$ cat src/rtl/alu_arbiter.sv
// alu_arbiter
// Two-requester round-robin arbiter and sequencer for a shared 64-bit
// combinational ALU. One operation is in flight at a time: the winning
// request is registered onto the ALU inputs, the result is captured after
// ALU_SETTLE cycles, then returned to the owning requester.
//
// Ports:
//   clk, reset_n                      clock (rising edge), async active-low reset
//   reqX_valid / reqX_ready           request handshake, X = 0, 1
//   reqX_cntrl, reqX_shiftdir,
//   reqX_a, reqX_b                    operation payload
//   respX_valid / respX_ready         response handshake, X = 0, 1
//   resp_result, resp_flags           captured result and {N, Z, V, C}
//   alu_a, alu_b, alu_cntrl,
//   alu_shiftdir                      registered ALU operands
//   alu_result, alu_negative,
//   alu_zero, alu_overflow,
//   alu_carry_out                     ALU outputs
//   busy                              operation in flight (SETTLE or RESP)
module alu_arbiter #(
    parameter int unsigned ALU_SETTLE = 2  // legal range 1..15
) (
    input  logic        clk,
    input  logic        reset_n,

    input  logic        req0_valid,
    output logic        req0_ready,
    input  logic [2:0]  req0_cntrl,
    input  logic        req0_shiftdir,
    input  logic [63:0] req0_a,
    input  logic [63:0] req0_b,

    input  logic        req1_valid,
    output logic        req1_ready,
    input  logic [2:0]  req1_cntrl,
    input  logic        req1_shiftdir,
    input  logic [63:0] req1_a,
    input  logic [63:0] req1_b,

    output logic        resp0_valid,
    input  logic        resp0_ready,
    output logic        resp1_valid,
    input  logic        resp1_ready,
    output logic [63:0] resp_result,
    output logic [3:0]  resp_flags,

    output logic [63:0] alu_a,
    output logic [63:0] alu_b,
    output logic [2:0]  alu_cntrl,
    output logic        alu_shiftdir,
    input  logic [63:0] alu_result,
    input  logic        alu_negative,
    input  logic        alu_zero,
    input  logic        alu_overflow,
    input  logic        alu_carry_out,

    output logic        busy
);

    typedef enum logic [1:0] {
        S_IDLE   = 2'd0,
        S_SETTLE = 2'd1,
        S_RESP   = 2'd2
    } state_t;

    localparam logic [2:0] OP_ADD = 3'b010;
    localparam logic [2:0] OP_SUB = 3'b011;

    state_t     state, state_nxt;
    logic       grant;       // requester that would win in IDLE this cycle
    logic       owner;       // requester of the operation in flight
    logic       last_grant;  // requester served most recently
    logic [3:0] settle_cnt;
    logic       handshake;
    logic       resp_done;
    logic       capture;
    logic       is_arith;

    // NOTE: every signal written in an always_comb gets a default first, so
    // no path through the block leaves it unassigned and no latch is inferred.
    always_comb begin
        grant = ~last_grant;
        unique case ({req1_valid, req0_valid})
            2'b01:   grant = 1'b0;
            2'b10:   grant = 1'b1;
            default: grant = ~last_grant;  // tie (or nobody): the other side wins
        endcase
    end

    assign req0_ready = (state == S_IDLE) && req0_valid && !grant;
    assign req1_ready = (state == S_IDLE) && req1_valid &&  grant;
    assign handshake  = req0_ready || req1_ready;

    assign resp0_valid = (state == S_RESP) && !owner;
    assign resp1_valid = (state == S_RESP) &&  owner;
    assign resp_done   = (state == S_RESP) && (owner ? resp1_ready : resp0_ready);

    assign capture  = (state == S_SETTLE) && (settle_cnt == 4'd0);
    assign is_arith = (alu_cntrl == OP_ADD) || (alu_cntrl == OP_SUB);
    assign busy     = (state != S_IDLE);

    always_comb begin
        state_nxt = state;
        unique case (state)
            S_IDLE:   if (handshake) state_nxt = S_SETTLE;
            S_SETTLE: if (capture)   state_nxt = S_RESP;
            S_RESP:   if (resp_done) state_nxt = S_IDLE;
            default:                 state_nxt = S_IDLE;
        endcase
    end

    // NOTE: sequential state uses non-blocking assignments so every register
    // samples pre-edge values regardless of statement order.
    always_ff @(posedge clk or negedge reset_n) begin
        if (!reset_n) begin
            state <= S_IDLE;
        end else begin
            state <= state_nxt;
        end
    end

    // Operand registers, ownership and round-robin history.
    // NOTE: every register here, including the wide datapath ones, is reset:
    // an aborted operation must leave no stale operands or results visible.
    always_ff @(posedge clk or negedge reset_n) begin
        if (!reset_n) begin
            alu_a        <= '0;
            alu_b        <= '0;
            alu_cntrl    <= '0;
            alu_shiftdir <= 1'b0;
            owner        <= 1'b0;
            last_grant   <= 1'b1;  // requester 0 wins the first tie
        end else begin
            if (handshake) begin
                alu_a        <= grant ? req1_a        : req0_a;
                alu_b        <= grant ? req1_b        : req0_b;
                alu_cntrl    <= grant ? req1_cntrl    : req0_cntrl;
                alu_shiftdir <= grant ? req1_shiftdir : req0_shiftdir;
                owner        <= grant;
            end
            if (resp_done) begin
                last_grant <= owner;
            end
        end
    end

    // Settle counter and result capture.
    always_ff @(posedge clk or negedge reset_n) begin
        if (!reset_n) begin
            settle_cnt  <= '0;
            resp_result <= '0;
            resp_flags  <= '0;
        end else begin
            if (handshake) begin
                settle_cnt <= 4'(ALU_SETTLE - 1);
            end else if ((state == S_SETTLE) && (settle_cnt != 4'd0)) begin
                settle_cnt <= settle_cnt - 4'd1;
            end
            if (capture) begin
                resp_result <= alu_result;
                // Overflow and carry only mean something for add/sub.
                resp_flags  <= {alu_negative, alu_zero,
                                alu_overflow  & is_arith,
                                alu_carry_out & is_arith};
            end
        end
    end

endmodule

$ cat config.mk
export PLATFORM = sky130hd
export DESIGN_NAME = alu_arbiter
export DESIGN_NICKNAME = d
export VERILOG_FILES = /design/src/rtl/alu_arbiter.sv
export SDC_FILE = /design/constraint.sdc
export NUM_CORES = 1
export LEC_CHECK = 0
export BUFFER_PORTS_ARGS = -buffer_cell sky130_fd_sc_hd__clkbuf_2
export CORE_AREA = 2 2 213 215
export DETAILED_ROUTE_END_ITERATION = 10
export DIE_AREA = 0 0 215 217
export SLEW_MARGIN = 20
export SYNTH_ARGS = -nofsm -noshare
export SYNTH_HDL_FRONTEND = slang
export SYNTH_SLANG_ARGS = --single-unit
$ cat constraint.sdc
create_clock -name clk -period 2.5 [get_ports clk]
set_input_delay 0.5 -clock clk [delete_from_list [all_inputs] [get_ports clk]]
set_output_delay 0.5 -clock clk [all_outputs]
set_load 0.02 [all_outputs]
==> impl_metrics.csv, run 1 <==
group,metric,value,unit
placement,final_gp_congestion,0.735,
power_and_ir_drop,p_seq_share,33.0,%
floorplan,initial_cell_density_of_the_core,21.6,%
synth,yosys_warnings,0,
timing,fin_tns_setup,0,ns
power_and_ir_drop,clockPowerShare,20.5,%
synth,yosys_most_used_dff,"dfrtp_1",
power_and_ir_drop,power-per-cell-area,1280,nW/um^2
routing,vias_per_cell,3.95,
routing,dr_wl_met2,13300,um
synth,synth-xor-area-share,0.0905,%
synth,ys_seq_elements,208,
timing,max_freq,427,MHz
clocking,tritoncts,"yes",
global_route,globalRoute.totalOverflow,0,
synth,synth.net_count,966,
worst_hold_path,hold_path_startpoint,"alu_result[6]",
synth,post_synth_mux_area_share,39.0,%
timing,finalCriticalPeriod,2.34,ns
routing,route.detailed.wl_per_inst,14.3,um
timing,drv_slew,0,
global_route,grt_pass1_wl,41100,um
placement,port-buffer-count,542,
routing,drt_pass1_iterations,4,
timing,finalCritPeriodShare,93.7,%
global_route,grt_antenna_before_repair,0,
clocking,cts_made_buffers,25,
worst_hold_path,hp-class,"in -> reg",
worst_setup_path,path_buf_inv,2,
finish,postLayoutCoreUtil,32.1,%
clocking,post_cts.resized_instances,0,
routing,drt_iter0_markers,139,
worst_setup_path,end_kind,"output port",
worst_setup_path,required,2.00,ns
finish,drive_gt1_share,79.7,%
floorplan,design.die.area,46700,um^2
power_and_ir_drop,vdd.ir_drop.worst,0.651,mV
worst_setup_path,crit_type,"reg -> out",
routing,route.antenna.remaining_nets,0,
floorplan,io_pins,543,
finish,mostFrequentLayoutCells,"clkbuf_2, mux2_2, dfrtp_1, buf_4, clkbuf_16",
synth,synth-seq-area-share,53.8,%
synth,async_reset_ff_share,100,%
floorplan,dieWidth,215,um
clocking,clk_pin_slew_worst_paths,0.06,ns
power_and_ir_drop,swShare,37.4,%
global_route,grt_util_all_layers,10.9,%
finish,layout.cells.most_common,"clkbuf_2",
synth,yosys.area_share.simple,1.47,%
clocking,cts.sinks,208,
timing,grt_setup_unrepaired,"no",
timing,worst_slew_pin_slew,0.613,ns
synth,number_of_enable_flip_flop_cells_after_synthesis,0,
routing,remaining_drc_errors,0,
worst_setup_path,cp_data_arrival_time,1.84,ns
global_route,vias_in_the_first_global_route,7765,
synth,synthesis.instances,625,
floorplan,die_height,217,um
timing,setup_viol,0,
timing,final.setup_skew,0.0151,ns
power_and_ir_drop,p_sw,0.00688,W
finish,final_nets,1572,
placement,place.detailed.hpwl,21300,um
clocking,post_cts_hold_buffer_count,1,
synth,netlist_area,9680,um^2
worst_setup_path,timing.critical_path.cells,"nand2_1, a2111oi_4, buf_4, clkbuf_2",
synth,synth_compound_area_share,1.09,%
timing,slew_headroom,59.1,%
clocking,clockRootBuffer,"clkbuf_16",
worst_setup_path,critical_path.startpoint_type,"flop",
worst_setup_path,cpMaxStageDelayCell,"dfstp_2",
routing,via_count,7306,
worst_setup_path,timing.critical_path.slowest_cell_delay,0.55,ns
worst_setup_path,path_delay_family,"flip-flops",
clocking,cts_htree_levels,1,
clocking,ctsLongestPathBuffers,3,
clocking,post_cts.repair.setup_buffers,0,
worst_setup_path,path_max_fanout,3,
timing,finalHoldViolations,0,
routing,drt-met1-wl,10100,um
power_and_ir_drop,cell_internal_pwr,0.0115,W
run,cap_viol_max_count,0,
power_and_ir_drop,power.leakage,6.99,nW
finish,antennaDiodeCount,0,
floorplan,core_area,44700,um^2
finish,areaGrowthSynthToFinish,48.4,%
worst_setup_path,crit_cells,4,
worst_setup_path,worst-r2r-cell-count,6,
routing,met3RoutedLength,2210,um
routing,dr.max_layer_used,"met4",
synth,yosys.area_share.adder,0.388,%
clocking,clock_latency,0.53,ns
finish,layout.filler_cells,4551,
synth,synth.avg_cell_area,15.5,um^2
routing,routed_wl,26300,um
worst_setup_path,beginning_of_the_critical_path,"last_grant",
floorplan,std_cell_rows,78,
power_and_ir_drop,p_comb_share,46.5,%
synth,yosys.cell_types.count,31,
global_route,pin_count_of_the_biggest_net_entering_global_routing,64,
worst_setup_path,worst_r2r_startpoint,"last_grant",
worst_hold_path,timing.hold.worst_path_depth,2,
run_status,run_status,"complete, no violations",
synth,synth_top_family_by_area,"multiplexers",
## flip-flops by register name (all words and copies together) (netlist names)
name,cells
state,2
alu_cntrl,3
alu_shiftdir,1
alu_a,64
resp_flags,4
owner,1
last_grant,1
resp_result,64
settle_cnt,4
alu_b,64
## metrics by stage
stage	hold slack (ns)	instance area [um^2]	instances	worst slack, ns	total power [W]
floorplan	0.204	9690	625	-0.00832	0.0117
global placement	0.465	13500	1803	-0.0504	0.0146
detailed placement	0.486	13500	1803	-0.0901	0.0148
CTS	0.157	14400	1848	0.100	0.0187
global route	0.160	14400	1848	0.0522	0.0195
finish	0.196	14400	1848	0.156	0.0184
## metal layers
| layer | vias up | track usage [%] |
|---|---|---|
| met4 | 0 | 3.93 |
| met5 | - | 0 |
| li1 | 3457 | - |
| met2 | 329 | 20.0 |
| met1 | 3477 | 11.9 |
| met3 | 43 | 2.98 |
## power by group through the flow
stage | sequential [W] | combinational [W] | clock [W]
after floorplan | 0.00808 | 0.00365 | 0
after global placement | 0.00607 | 0.00855 | 0
after detailed placement | 0.00612 | 0.00870 | 0
after CTS | 0.00609 | 0.00871 | 0.00392
after global routing | 0.00632 | 0.00913 | 0.00405
final | 0.00607 | 0.00855 | 0.00376
## final timing paths
check / slack [ns] / to
max: 0.16 / req0_ready
min: 0.20 / resp_result[6]
max reg2reg: 0.44 / alu_b[40]
min reg2reg: 0.49 / resp_flags[0]
max in group asynchronous: 1.25 / last_grant
min in group asynchronous: 0.57 / resp_result[21]
## cells in the mapped netlist (2+ instances only)
cell type	number	area, um^2
buf_2	14	70.1
nor2_1	8	30.0
buf_12	13	260
ha_1	3	37.5
nor2b_1	3	18.8
dfrtp_1	207	5180
inv_1	5	18.8
nand2_1	7	26.3
a21oi_1	4	20.0
nand2b_1	2	12.5
nand3b_1	2	15.0
mux2_2	321	3610
mux2_4	10	150
clkbuf_1	7	26.3
o21ai_0	3	15.0
## layout make-up
| cell class | instances | area, um^2 | area share [%] |
|---|---|---|---|
| repair buffers | 615 | 3420 | 23.8 |
| clock inverters | 11 | 165 | 1.15 |
| clock buffers | 33 | 696 | 4.84 |
| flip-flops and latches | 208 | 5210 | 36.3 |
| inverters | 5 | 23.8 | 0.166 |
| well taps | 600 | 751 | 5.23 |
| multi-input cells | 376 | 4100 | 28.5 |
## logic make-up after synthesis
kind of cell,Yosys count
simple gates,28
mux,332
fa+ha+maj,3
flops,208
buf+inv,41
compound gates,12
xor+xnor,1
Power figures use the tool's default switching activity.
==> run 2: changes to the inputs <==
ABC_AREA = 1   (was unset)
CORE_AREA = 2 2 212 214   (was 2 2 213 215)
DIE_AREA = 0 0 214 216   (was 0 0 215 217)
==> impl_metrics.csv, run 2 <==
group,metric,value,unit
synth,ys_seq_elements,208,
worst_setup_path,worst_r2r_startpoint,"settle_cnt[0]",
timing,setup_viol,0,
finish,mostFrequentLayoutCells,"nand2_1, clkbuf_2, dfrtp_1, clkbuf_16, inv_1",
placement,place.detailed.hpwl,24500,um
global_route,grt_antenna_before_repair,0,
clocking,post_cts.repair.setup_buffers,0,
global_route,grt_util_all_layers,13.7,%
synth,yosys_most_used_dff,"dfrtp_1",
power_and_ir_drop,vdd.ir_drop.worst,0.864,mV
worst_setup_path,path_max_fanout,4,
timing,final.setup_skew,0.00498,ns
synth,yosys.cell_types.count,15,
floorplan,design.die.area,46200,um^2
placement,final_gp_congestion,0.972,
clocking,cts.sinks,208,
clocking,clockRootBuffer,"clkbuf_16",
synth,synth.net_count,1690,
floorplan,dieWidth,214,um
worst_hold_path,hold_path_startpoint,"alu_result[29]",
finish,final_nets,2208,
timing,max_freq,457,MHz
finish,largestRegisters,"alu_a: 64 flops, alu_b: 64 flops, resp_result: 64 flops",
synth,ys_top_cells_by_count,"nand2_1, dfrtp_1, buf_2",
worst_setup_path,worst-r2r-cell-count,5,
placement,placement.setup.worst_slack,0.372,ns
routing,route.detailed.wl_per_inst,13.0,um
synth,synth-seq-area-share,54.0,%
worst_setup_path,required,2.00,ns
synth,number_of_enable_flip_flop_cells_after_synthesis,0,
clocking,clock_latency,0.52,ns
clocking,clk_pin_slew_worst_paths,0.06,ns
power_and_ir_drop,power-per-cell-area,1260,nW/um^2
routing,routed_wl,32200,um
run,cap_viol_max_count,0,
global_route,pin_count_of_the_biggest_net_entering_global_routing,93,
routing,via_count,9944,
timing,drv_slew,0,
worst_setup_path,end_kind,"output port",
global_route,globalRoute.totalOverflow,0,
power_and_ir_drop,power.leakage,8.66,nW
worst_setup_path,worst_r2r_endpoint,"resp_flags[0]",
timing,setup_slack,0.314,ns
synth,yosysTopAreaCell,"dfrtp_1",
placement,port-buffer-count,542,
timing,fin_tns_setup,0,ns
worst_setup_path,ff2ff_setup_slack,0.74,ns
synth,netlist_area,9640,um^2
finish,drive_gt1_share,32.3,%
timing,finalCriticalPeriod,2.19,ns
worst_setup_path,critical_path.startpoint_type,"flop",
worst_setup_path,crit_type,"reg -> out",
synth,async_reset_ff_share,100,%
routing,vias_per_cell,4.01,
floorplan,die_height,216,um
clocking,cts_made_buffers,24,
worst_hold_path,timing.hold.worst_path_depth,3,
global_route,grt_pass1_wl,52300,um
synth,post-synth-top-area-fraction,53.7,%
synth,yosys_warnings,0,
routing,remaining_drc_errors,0,
clocking,cts_htree_levels,1,
timing,worst_slew_pin_slew,0.721,ns
placement,dpl.cell_count,2432,
floorplan,initial_cell_density_of_the_core,22.0,%
worst_hold_path,whs_endpoint,"resp_result[29]",
worst_hold_path,hp-class,"in -> reg",
routing,route.antenna.remaining_nets,0,
clocking,post_cts.resized_instances,0,
clocking,ctsLongestPathBuffers,3,
timing,slew_headroom,51.9,%
routing,drt_iter0_markers,473,
worst_setup_path,cp_data_arrival_time,1.69,ns
finish,post_layout_nonfiller_instances,2477,
finish,layout.cells.most_common,"nand2_1",
synth,synthesis.instances,1349,
floorplan,io_pins,543,
synth,netlist_top_cells_area,"dfrtp_1, nand2_1, buf_2",
run_status,run_status,"complete, no violations",
timing,finalCritPeriodShare,87.5,%
synth,synth.avg_cell_area,7.14,um^2
finish,areaGrowthSynthToFinish,44.1,%
timing,finalHoldViolations,0,
routing,drt_pass1_iterations,5,
timing,grt_setup_unrepaired,"no",
finish,antennaDiodeCount,0,
floorplan,std_cell_rows,77,
synth,synth_most_common_cell,"nand2_1",
floorplan,core_area,43800,um^2
global_route,vias_in_the_first_global_route,10100,
clocking,tritoncts,"yes",
==> run 2: power by group <==
part           switching, W  total, W  internal [W]
Combinational       0.00551   0.00801       0.00250
Clock               0.00141   0.00365       0.00224
Sequential         0.000912   0.00586       0.00495
==> run 2: kinds of logic (layout without fill, tap and decap cells) <==
family	after synthesis	in the layout	share of synthesized area [%]
simple gates	1039	1039	40.6
flops	208	208	54.0
buf+inv	91	627	4.50
compound gates	7	7	0.402
fa+ha+maj	3	3	0.390
xor+xnor	1	1	0.0909
==> run 2: routing by layer <==
layer / GRT usage [%] / routed length (um) / vias up
met1: 16.5 / 13600 / 4478
met4: 4.48 / 850 / 0
met2: 24.3 / 15700 / 362
li1: - / - / 5058
met3: 2.89 / 2090 / 46
met5: 0 / 0 / -
==> run 2: final cells by class <==
class | count | area, um^2
clock inverter | 7 | 87.6
timing repair buffer | 563 | 3010
sequential | 208 | 5210
multi-input combinational | 1050 | 4030
tap | 592 | 741
inverter | 20 | 75.1
clock buffer | 37 | 741
fill | 4728 | 29900
==> run 2: metrics by stage <==
| step | util (%) | power [W] | hold WS, ns | area (um^2) |
|---|---|---|---|---|
| after floorplan | - | 0.0108 | 0.204 | 9640 |
| after global placement | 29.8 | 0.0139 | 0.461 | 13100 |
| after detailed placement | 29.8 | 0.0140 | 0.464 | 13100 |
| after CTS | 31.7 | 0.0178 | 0.132 | 13900 |
| after global routing | 31.7 | 0.0189 | 0.151 | 13900 |
| final | 31.7 | 0.0175 | 0.168 | 13900 |
==> run 2: worst max-delay path, cell delays in order, from the launching register on <==
cell	delay (ns)
dfstp_2	0.56
inv_1	0.05
nand2_1	0.09
nand2_4	0.09
nand2_1	0.15
inv_1	0.06
clkbuf_2	0.16
==> run 2: repair_timing <==
item,in CTS,in global routing
hold endpoints to repair,45,0
hold buffers,1,0
endpoints found under the setup margin,0,0
==> run 2: worst max path at each step <==
| stage | startpoint | end | slack, ns | cells after the start |
|---|---|---|---|---|
| after floorplan | req0_valid | req0_ready | 0.63 | 5 |
| after global placement | req0_valid | req1_ready | 0.37 | 9 |
| after detailed placement | req0_valid | req1_ready | 0.37 | 9 |
| after CTS | last_grant | req1_ready | 0.28 | 6 |
| after global routing | last_grant | req1_ready | 0.20 | 6 |
| final | last_grant | req1_ready | 0.31 | 6 |
